File: src/rtl/carry_chain_pipe.sv
// carry_chain_pipe: pipelined WIDTH-bit adder/subtractor built from per-bit
// carry-follower muxes (c[i+1] = c[i] ? p[i] : g[i]). The chain is cut into
// SEG-bit segments with one register stage per segment. A valid/ready
// handshake with a single global advance enable moves the whole pipe.
//
// Ports:
//   clk        fabric clock, rising edge
//   reset      synchronous active-low reset
//   in_valid   operand beat valid
//   in_ready   pipe can accept a beat this cycle
//   op         00 add, 01 add+carry_in, 10 a-b, 11 a-b with carry_in (1 = no borrow)
//   a, b       operands
//   carry_in   external carry, used for op 01/11 only
//   out_valid  result valid
//   out_ready  downstream accepts result
//   sum        result bits (modulo 2^WIDTH)
//   cout       carry out of MSB (1 = no borrow for subtract)
//   ovf        signed overflow
//   zero       sum == 0 (qualified by out_valid)
module carry_chain_pipe #(
  parameter int unsigned WIDTH = 8,
  parameter int unsigned SEG   = 4
) (
  input  logic             clk,
  input  logic             reset,
  input  logic             in_valid,
  output logic             in_ready,
  input  logic [1:0]       op,
  input  logic [WIDTH-1:0] a,
  input  logic [WIDTH-1:0] b,
  input  logic             carry_in,
  output logic             out_valid,
  input  logic             out_ready,
  output logic [WIDTH-1:0] sum,
  output logic             cout,
  output logic             ovf,
  output logic             zero
);

  localparam int unsigned NSTG = WIDTH / SEG;
  localparam int unsigned LAST = NSTG - 1;

  if ((WIDTH % SEG) != 0) begin : g_param_check
    $error("carry_chain_pipe: WIDTH must be a multiple of SEG");
  end

  // Global advance enable: the pipe moves unless a result is stuck at the output.
  logic             en;
  logic [WIDTH-1:0] y_in;
  logic             c0;

  assign en       = !out_valid || out_ready;
  assign in_ready = en;

  // Operand prep: invert b for subtract; carry seed is 0/1 for plain ops, carry_in otherwise.
  assign y_in = op[1] ? ~b : b;
  assign c0   = op[0] ? carry_in : op[1];

  // Stage registers; stage k holds the result of resolving segment k.
  logic             vld_q  [NSTG];
  logic [WIDTH-1:0] a_q    [NSTG];
  logic [WIDTH-1:0] y_q    [NSTG];
  logic [WIDTH-1:0] sum_q  [NSTG];
  logic             cy_q   [NSTG];
  logic             cmsb_q [NSTG];

  for (genvar k = 0; k < NSTG; k++) begin : g_stg
    localparam int unsigned LO = k * SEG;

    logic             src_vld;
    logic             src_c;
    logic             src_cmsb;
    logic [WIDTH-1:0] src_a;
    logic [WIDTH-1:0] src_y;
    logic [WIDTH-1:0] src_sum;
    logic [WIDTH-1:0] sum_d;
    logic             cmsb_d;
    logic [SEG:0]     c;

    // Stage input: operand prep for stage 0, previous stage register otherwise.
    if (k == 0) begin : g_src
      assign src_vld  = in_valid;
      assign src_a    = a;
      assign src_y    = y_in;
      assign src_sum  = '0;
      assign src_c    = c0;
      assign src_cmsb = 1'b0;
    end else begin : g_src
      assign src_vld  = vld_q[k-1];
      assign src_a    = a_q[k-1];
      assign src_y    = y_q[k-1];
      assign src_sum  = sum_q[k-1];
      assign src_c    = cy_q[k-1];
      assign src_cmsb = cmsb_q[k-1];
    end

    // Carry-follower chain across this segment.
    assign c[0] = src_c;
    for (genvar j = 0; j < SEG; j++) begin : g_bit
      assign c[j+1] = c[j] ? (src_a[LO+j] | src_y[LO+j]) : (src_a[LO+j] & src_y[LO+j]);
    end

    always_comb begin
      sum_d            = src_sum;
      sum_d[LO +: SEG] = src_a[LO +: SEG] ^ src_y[LO +: SEG] ^ c[SEG-1:0];
    end

    // Carry into bit WIDTH-1 is only produced by the top segment.
    if (k == LAST) begin : g_msb
      assign cmsb_d = c[SEG-1];
    end else begin : g_msb
      assign cmsb_d = src_cmsb;
    end

    // Bubbles advance with en; payload only loads for real beats.
    always_ff @(posedge clk) begin
      if (!reset) begin
        vld_q[k]  <= 1'b0;
        a_q[k]    <= '0;
        y_q[k]    <= '0;
        sum_q[k]  <= '0;
        cy_q[k]   <= 1'b0;
        cmsb_q[k] <= 1'b0;
      end else if (en) begin
        vld_q[k] <= src_vld;
        if (src_vld) begin
          a_q[k]    <= src_a;
          y_q[k]    <= src_y;
          sum_q[k]  <= sum_d;
          cy_q[k]   <= c[SEG];
          cmsb_q[k] <= cmsb_d;
        end
      end
    end
  end

  // Result flags derive from the last stage register only.
  assign out_valid = vld_q[LAST];
  assign sum       = sum_q[LAST];
  assign cout      = cy_q[LAST];
  assign ovf       = cmsb_q[LAST] ^ cy_q[LAST];
  assign zero      = vld_q[LAST] && (sum_q[LAST] == '0);

  // Operand copies in the last stage have no consumer.
  logic unused_last_ops;
  assign unused_last_ops = ^{a_q[LAST], y_q[LAST]};

endmodule

File: config.mk
export PLATFORM = sky130hd
export DESIGN_NAME = carry_chain_pipe
export DESIGN_NICKNAME = d
export VERILOG_FILES = /design/src/rtl/carry_chain_pipe.sv
export SDC_FILE = /design/constraint.sdc
export NUM_CORES = 1
export LEC_CHECK = 0
export CAP_MARGIN = 40
export CELL_PAD_IN_SITES_DETAIL_PLACEMENT = 0
export CELL_PAD_IN_SITES_GLOBAL_PLACEMENT = 1
export CORE_MARGIN = 2
export CORE_UTILIZATION = 35
export DETAILED_ROUTE_END_ITERATION = 8
export PLACE_DENSITY = 0.83
export RECOVER_POWER = 25
export SETUP_SLACK_MARGIN = 0.5
export SLEW_MARGIN = 20
export SYNTH_ARGS = -nofsm -noshare
export SYNTH_HDL_FRONTEND = slang
export SYNTH_SLANG_ARGS = --single-unit
File: constraint.sdc
create_clock -name clk -period 2.8 [get_ports clk]
set_input_delay 0.42 -clock clk [delete_from_list [all_inputs] [get_ports clk]]
set_output_delay 0.42 -clock clk [all_outputs]
set_load 0.02 [all_outputs]
==> flow_metrics.tcl <==
set metrics [dict create \
    outcome "finished, final reports clean" \
    port_buffers 35 \
    final_common_cell "clkdlybuf4s50_1" \
    hold_viol_final 0 \
    avgSynthCellArea_um2 10.5 \
    yosysUniqueCellTypes 36 \
    clock.fmax_mhz 434 \
    synth_area_um2 1610 \
    firstDrtPassIters 4 \
    synth-seq-cells 25 \
    hold_path.class "flip-flop to flip-flop" \
    num_vias 1140 \
    overflow 0 \
    grt_use_total_pct 11.4 \
    dp_hpwl_um 2210 \
    grt_pass1_vias 1093 \
    yosys_warnings 0 \
    max_stage_delay_ns 0.56 \
    wl_per_cell_um 10.5 \
    min_from "cmsb_q[1]" \
    clkLatencyLatePin_ns 0.26 \
    area_delta_synth_final_pct 29.8 \
    finalNetCount 233 \
    vdd_drop_max_uv 174 \
    worst_pin_slew_ns 0.525 \
    slew-limit-headroom_pct 64.9 \
    postCtsSetupBuffers 0 \
    final_cell_mix "27 x clkdlybuf4s50_1, 22 x edfxtp_1, 21 x inv_1" \
    drc 0 \
    holdWs_ns 0.527 \
    worstHoldPathCells 1 \
    period_minus_slack_ns 2.31 \
    initial_utilization_pct 36.6 \
    power_leakage_nw 0.888 \
    reg2reg_to "sum_q[1][7]" \
    synth_edf_count 22 \
    setup_viol 0 \
    antenna_found_initial 0 \
    postPlaceCellArea_um2 2030 \
    chipHeight_um 71.8 \
    die-area_um2 5150 \
    cap_violations 0 \
    r2r_slack_ns 0.97 \
    antennaDiodeCount 0 \
    gp_congestion 0.853 \
    path_class "primary input to primary output" \
    path_clk_slew_ns 0.08 \
    io_pins 36 \
    finalClockSkew_ns 0.00469 \
    cts_max_level 1 \
    num_rows 24 \
    cp_max_fo 6 \
    worstReg2RegStart "y_q[0][4]" \
    critical_path_required_ns 2.38 \
    core-area_um2 4380 \
    final_area_um2 2080 \
    reg2reg_depth 6 \
    post-route-period-util_pct 82.4 \
    start_kind "primary input" \
    grt_max_degree 14 \
    cp_slowest_cell "clkdlybuf4s50_1" \
    cp.arrival_ns 1.89 \
    drtIter0Drc 35 \
    ys_seq_area_share_pct 44.9 \
    ant_nets 0 \
    final-max-slew-violation-count 0 \
    clock_path_buffers 2 \
    async_reset_ff_share_pct 0 \
    wirelength_um 2580 \
    tns_ns 0 \
    synth_cells 153 \
    synth_top_flop_cell "edfxtp_1" \
    rsz0062_at_grt "no" \
    die_x_um 71.8 \
    cts.sinks 25 \
    grt_pass1_wl_um 4710 \
    avgViaCountPerCell 4.65 \
    p_total_uw 900 \
    clockRootBuffer "clkbuf_8" \
    syn_nets 192 \
    cts_tree "built" \
    cts_made_buffers 3 \
    crit_path_cell_trace "dlygate4sd3_1 -> nor2b_1 -> inv_1 -> clkdlybuf4s50_1" \
    layout-drive-gt1-share_pct 7.77 \
    powerDensity_nw_per_um2 432 \
    hold_end "cmsb_q[1]" \
    cp-end-kind "primary output" \
]
[kinds of logic (layout without fill, tap and decap cells)]
logic type               count (synthesis)  after routing  synth area share [%]
buffers and inverters                   23             63                  5.92
adder cells (fa/ha/maj)                 16             16                  12.5
AND/OR/NAND/NOR                         57             57                  19.9
AO/OA/AOI/OAI                           12             12                  5.14
flip-flops                              25             25                  44.9
multiplexers                             4              4                  3.04
XOR/XNOR                                16             16                  8.72
[worst max-delay path by stage]
stage	from	endpoint	slack (ns)	cells after the start
2_1_floorplan	op[1]	sum_q[0][3]	0.72	9
3_3_place_gp	op[1]	sum_q[0][3]	0.21	9
3_5_place_dp	op[1]	sum_q[0][3]	0.19	9
4_1_cts	b[1]	sum_q[0][3]	0.60	9
5_1_grt	out_ready	in_ready	0.40	4
6_report	out_ready	in_ready	0.49	4
[state kept, by name, summed over array words and instances, names as in the netlist]
register,cells
a_q,4
cmsb_q,1
cy_q,2
sum_q,12
vld_q,2
y_q,4
[synth_stat cells (all sizes together), types with 2 or more instances]
cell    number  area share, %
and2         9            3.5
inv         21            4.9
nand3        7            3.4
nor2b        5            1.9
mux2i        3            2.1
dfxtp        3            3.7
ha          16             12
xor2         5            2.7
nor3         2           0.62
edfxtp      22             41
nor2        18            4.2
nor4         3            1.2
o21ai        3           0.93
nand2        5            1.2
nor3b        2           0.93
xnor2       11            6.0
[worst max-delay path: cells and delay by family]
family	cells	cell delay, ns
buffers and inverters	3	1.25
and+or+nand+nor	1	0.22
[where the power goes]
| part | total [mW] | switching [mW] | internal [mW] |
|---|---|---|---|
| Combinational | 0.236 | 0.114 | 0.122 |
| Sequential | 0.454 | 0.0140 | 0.440 |
| Clock | 0.210 | 0.108 | 0.102 |
[per-stage QoR]
step,std cells,utilization [%],setup slack (ns)
after detailed placement,241,46.3,0.190
final,245,47.5,0.494
after global routing,245,47.5,0.399
after CTS,245,47.2,0.602
after floorplan,153,-,0.717
after global placement,241,46.3,0.212
[final cells by class]
type | count | area [µm²]
timing repair buffer | 38 | 367
clock buffer | 4 | 45.0
tap | 52 | 65.1
fill | 425 | 2300
multi-input combinational | 105 | 808
inverter | 21 | 78.8
sequential | 25 | 721
[timing repair]
item / CTS / global route
endpoints found under the setup margin: 2 / 1
hold buffers: 0 / 0
gates resized for setup: 2 / 4
[metal layers]
layer,wire length (µm),vias to the layer above,global-route usage [%]
met5,0,-,0
met4,44,0,3.77
met3,108,5,1.69
met2,1270,31,19.9
met1,1160,513,14.4
li1,-,591,-
Note: power is estimated with default switching activity, not from simulation.
